## src/rtl/calc_operand_sequencer.sv

```systemverilog
// Steps a calculator front panel through operand A, operand B and mode entry, then issues the operation.
// Optional macro CALC_SEQ_ECHO_EN enables the {mode, op_b, op_a} display echo with live entry preview.
module calc_operand_sequencer #(
    parameter int unsigned MODE_MAX = 11
) (
    input  logic        clk,
    input  logic        rst,
    input  logic        key_next,
    input  logic        key_back,
    input  logic [3:0]  sw_data,
    input  logic        issue_ready,
    output logic [3:0]  op_a,
    output logic [3:0]  op_b,
    output logic [3:0]  mode,
    output logic        issue_valid,
    output logic [1:0]  stage,
    output logic        err,
    output logic [7:0]  issue_count,
    output logic [11:0] echo
);

    localparam int unsigned DW = 4;
    localparam int unsigned CW = 8;
    localparam int unsigned EW = 12;

    typedef enum logic [1:0] {
        S_A     = 2'd0,
        S_B     = 2'd1,
        S_MODE  = 2'd2,
        S_ISSUE = 2'd3
    } state_t;

    state_t          r_state;
    logic [DW-1:0]   r_op_a;
    logic [DW-1:0]   r_op_b;
    logic [DW-1:0]   r_mode;
    logic            r_err;
    logic [CW-1:0]   r_count;
    logic            r_prev_next;
    logic            r_prev_back;

    state_t          w_state_nxt;
    logic [DW-1:0]   w_op_a_nxt;
    logic [DW-1:0]   w_op_b_nxt;
    logic [DW-1:0]   w_mode_nxt;
    logic            w_err_nxt;
    logic [CW-1:0]   w_count_nxt;

    logic            w_next_press;
    logic            w_back_press;
    logic            w_both_press;
    logic            w_handshake;
    logic            w_mode_legal;

    assign w_next_press = key_next & ~r_prev_next;
    assign w_back_press = key_back & ~r_prev_back;
    assign w_both_press = w_next_press & w_back_press;
    assign w_handshake  = (r_state == S_ISSUE) & issue_ready;
    assign w_mode_legal = (32'(sw_data) <= MODE_MAX);

    // State and captured-field registers; previous key levels reset high so held keys need a release.
    always_ff @(posedge clk) begin
        if (rst) begin
            r_state     <= S_A;
            r_op_a      <= '0;
            r_op_b      <= '0;
            r_mode      <= '0;
            r_err       <= 1'b0;
            r_count     <= '0;
            r_prev_next <= 1'b1;
            r_prev_back <= 1'b1;
        end else begin
            r_state     <= w_state_nxt;
            r_op_a      <= w_op_a_nxt;
            r_op_b      <= w_op_b_nxt;
            r_mode      <= w_mode_nxt;
            r_err       <= w_err_nxt;
            r_count     <= w_count_nxt;
            r_prev_next <= key_next;
            r_prev_back <= key_back;
        end
    end

    // Next-state logic; a completed handshake outranks any key press in S_ISSUE.
    always_comb begin
        w_state_nxt = r_state;
        w_op_a_nxt  = r_op_a;
        w_op_b_nxt  = r_op_b;
        w_mode_nxt  = r_mode;
        w_count_nxt = r_count;
        w_err_nxt   = w_both_press;

        if (w_handshake) begin
            w_state_nxt = S_A;
            w_count_nxt = r_count + CW'(1);
        end else if (!w_both_press) begin
            case (r_state)
                S_A: begin
                    if (w_next_press) begin
                        w_op_a_nxt  = sw_data;
                        w_state_nxt = S_B;
                    end else if (w_back_press) begin
                        w_op_a_nxt  = '0;
                    end
                end
                S_B: begin
                    if (w_next_press) begin
                        w_op_b_nxt  = sw_data;
                        w_state_nxt = S_MODE;
                    end else if (w_back_press) begin
                        w_state_nxt = S_A;
                    end
                end
                S_MODE: begin
                    if (w_next_press) begin
                        if (w_mode_legal) begin
                            w_mode_nxt  = sw_data;
                            w_state_nxt = S_ISSUE;
                        end else begin
                            w_err_nxt   = 1'b1;
                        end
                    end else if (w_back_press) begin
                        w_state_nxt = S_B;
                    end
                end
                S_ISSUE: begin
                    if (w_back_press) begin
                        w_state_nxt = S_MODE;
                    end
                end
                default: w_state_nxt = S_A;
            endcase
        end
    end

    assign op_a        = r_op_a;
    assign op_b        = r_op_b;
    assign mode        = r_mode;
    assign err         = r_err;
    assign issue_count = r_count;
    assign stage       = r_state;
    assign issue_valid = (r_state == S_ISSUE);

`ifdef CALC_SEQ_ECHO_EN
    // Field currently being entered previews the live switch value.
    always_comb begin
        echo = {r_mode, r_op_b, r_op_a};
        case (r_state)
            S_A:     echo = {r_mode, r_op_b, sw_data};
            S_B:     echo = {r_mode, sw_data, r_op_a};
            default: echo = {r_mode, r_op_b, r_op_a};
        endcase
    end
`else
    assign echo = EW'(0);
`endif

endmodule

```

## config.mk

```make
export PLATFORM = sky130hd
export DESIGN_NAME = calc_operand_sequencer
export DESIGN_NICKNAME = d
export VERILOG_FILES = /design/src/rtl/calc_operand_sequencer.sv
export SDC_FILE = /design/constraint.sdc
export NUM_CORES = 1
export LEC_CHECK = 0
export ABC_AREA = 1
export CAP_MARGIN = 30
export CORE_ASPECT_RATIO = 1.25
export CORE_MARGIN = 4
export CORE_UTILIZATION = 44
export DETAILED_ROUTE_END_ITERATION = 12
export MAX_ROUTING_LAYER = met4
export PLACE_DENSITY = 0.89
export SLEW_MARGIN = 20
export SYNTH_ARGS = -nofsm -noshare
export SYNTH_HDL_FRONTEND = slang
export SYNTH_SLANG_ARGS = --single-unit
```

## constraint.sdc

```tcl
create_clock -name clk -period 1.5 [get_ports clk]
set_clock_uncertainty 0.1 [all_clocks]
set_input_delay 0.3 -clock clk [delete_from_list [all_inputs] [get_ports clk]]
set_output_delay 0.3 -clock clk [all_outputs]
set_load 0.01 [all_outputs]
```

==> reports/qor.csv <==
stage,metric,value,unit
run_status,status,completed,
setup_path,Worst setup EP type,output pin,
clock_tree,clk slew on worst S/H paths,140,ps
yosys,sequential share of the synthesized area,40.3,%
drt,via count,1225,
drt,drt total wl,2800,um
yosys,Synth async-reset ratio,0,%
layout,Layout Nets,234,
yosys,Cell variety after synth,21,
sta,RSZ-0062 raised after global routing,no,
floorplanning,die footprint,3740,sq um
clock_tree,Clock Root Buffer,clkbuf_4,
setup_path,Startpoint Class,flop,
grt,vias in the first global route,1162,
run,max-cap viol count,0,
setup_path,critical path's largest stage delay,350,ps
setup_path,crit path max fanout,3,
layout,antenna fix cells,0,
drt,DRT met1 WL,1100,um
setup_path,CP bufs+invs,2,
yosys,average size of a mapped cell,7.13,sq um
place,Post-DP HPWL,2260,um
setup_path,"Req. time, crit path",1100,ps
pwr,Peak supply drop,515,uV
clock_tree,CTS Hold Buffers Added,0,
floorplanning,Site Rows,21,
clock_tree,# clock sinks,25,
yosys,Post-synth EDFFs,0,
grt,initial antenna violation count,0,
worst_hold_path,hold path startpoint,op_a[1],
clock_tree,setup bufs post-CTS,0,
drt,top layer in use,met4,
pwr,PD cells,701,nW/um^2
drt,DRT Pass-1 Iters,4,
pwr,Static Leak,0.000897,uW
drt,DRC viols,0,
drt,Antenna Violating Nets Remaining,0,
drt,Via density,4.77,
clock_tree,clock buffer depth,2,
clock_tree,H-Tree Depth,1,
grt,largest net degree at the start of global routing,16,
worst_hold_path,Hold EP,op_a[1],
layout,area taken by multi-input logic gates,597,sq um
sta,Final Hold Fails,0,
layout,final standard cell area without fillers,1680,sq um
layout,FILL cells,253,
setup_path,R2R cell count,7,
yosys,synthesized cell area,1240,sq um
floorplanning,IO Pins,45,
clock_tree,clk_lat worst skew,320,ps
pwr,Tot Pwr,1170,uW
sta,Max Fclk,702,MHz
setup_path,CP cell instances,buf_4 -> clkdlybuf4s15_1,
sta,Final min period,1430,ps
floorplanning,Core ar.,2680,sq um
setup_path,Worst R2R Setup Slack,160,ps
clock_tree,TritonCTS clock tree,built,
yosys,Synth Warn #,0,
worst_hold_path,Hold WC Path Type,reg -> reg,
setup_path,Critical Path Slowest Stage Cell,dfxtp_2,
clock_tree,total CTS buffers,3,
layout,"most common cell after layout, fill and taps aside",nand2_1,
worst_hold_path,worst hold stages,2,
grt,first-pass GRT wire length,4660,um
setup_path,CP Class,reg -> out,
place,gpl congestion,0.891,
grt,grt total ovfl,0,
grt,GRT Total Usage,15.9,%
sta,endpoints failing setup,0,
setup_path,CP arrival,1030,ps
layout,Area Growth Syn to Fin,35.0,%
drt,met3 wire len,155,um
yosys,Synth Register Bits,25,
layout,share of layout cells above drive strength 1,18.8,%
floorplanning,Initial Util,46.3,%
setup_path,crit-path leading delay family,flip-flops,
setup_path,worst r2r dst,op_a[0],
floorplanning,die width,55.5,um
floorplanning,Die Ht,67.4,um
place,I/O Buffers,32,
clock_tree,cells resized by post-CTS repair,31,
yosys,Synth Flop Type,dfxtp_1,
sta,max-slew violations,0,
layout,most frequent cells in the layout,"nand2_1 (30), nor2_1 (27), dlygate4sd2_1 (22)",
setup_path,Critical R2R Launch,stage[0],
sta,Final period util,95.0,%
place,Post-DP Area,1670,sq um
layout,Register Area,508,sq um
drt,metal2 WL,1500,um
drt,routed len/inst,10.9,um
yosys,Post-Synthesis Cells,174,
drt,initial DRC count,24,
## state kept, by name (all words and copies together) (netlist names)
name / count
mode: 4
r_prev_next: 1
op_b: 4
err: 1
r_prev_back: 1
stage: 2
op_a: 4
issue_count: 8
## cells in the mapped netlist, types with 2 or more instances
master | number | area share [%]
nor2_4 | 4 | 3.6
a21oi_1 | 11 | 4.4
inv_1 | 21 | 6.4
inv_2 | 3 | 0.91
nand3_1 | 7 | 2.8
buf_2 | 2 | 0.81
nor2_1 | 27 | 8.2
nand4_1 | 9 | 4.5
nor3_1 | 2 | 0.81
o21a_1 | 2 | 1.2
dfxtp_1 | 25 | 40
nand2_1 | 30 | 9.1
nand2_2 | 4 | 2.0
buf_4 | 12 | 7.3
o21ai_0 | 9 | 3.6
## final cells by class
cell class / instances / area share, %
Inverter: 24 / 5.38
Clock inverter: 1 / 0.448
Timing Repair Buffer: 48 / 24.3
Clock buffer: 3 / 1.34
Sequential cell: 25 / 30.3
Multi-Input combinational cell: 122 / 35.6
Tap cell: 34 / 2.54
## kinds of logic after synthesis
logic type	share of synthesized area [%]
buffers and inverters	15.3
other	0.302
adders and majority gates	1.01
AOI/OAI and AO/OA	9.27
and+or+nand+nor	33.8
DFF	40.3
## per-layer routing
metal,track usage [%],vias to the layer above
li1,-,627
met1,16.1,560
met2,30.2,34
met3,3.82,4
met4,4.86,0
met5,-,-
## worst max-delay path by stage
stage,endpoint,depth (start not counted),slack (ps),start
2_1_floorplan,issue_count[7],7,260,stage[0]
3_3_place_gp,mode[3],8,-180,key_next
3_5_place_dp,mode[2],8,-200,key_next
4_1_cts,issue_valid,3,10,stage[0]
5_1_grt,issue_count[6],1,30,issue_count[6]
6_report,stage[1],2,70,stage[1]
## power breakdown
part	total, uW	internal [uW]	switching [uW]	leakage (uW)
Combinational	172	73.0	99.2	0.000678
Sequential	688	679	8.71	0.000205
Clock	315	102	213	0.0000139
Total	1170	854	321	0.000897
## worst register-to-register path: stages, from the launching register on
cell and delay, ps:
dfxtp_2 350, buf_4 130, inv_1 100, nand2_1 80
inv_1 160, nand3_2 150, nand2_1 100, a21oi_1 60
## per-stage QoR
step           TNS [ps]  cells  util [%]  hold slack, ps  setup WS (ps)
2_1_floorplan         0    185         -             296            255
3_3_place_gp      -2020    253      62.1             351           -177
3_5_place_dp      -2550    253      62.1             364           -195
4_1_cts               0    257      62.5             385           12.9
5_1_grt               0    257      62.5             424           26.3
6_report              0    257      62.5             380           74.7
Note: power is estimated with default switching activity, not from simulation.
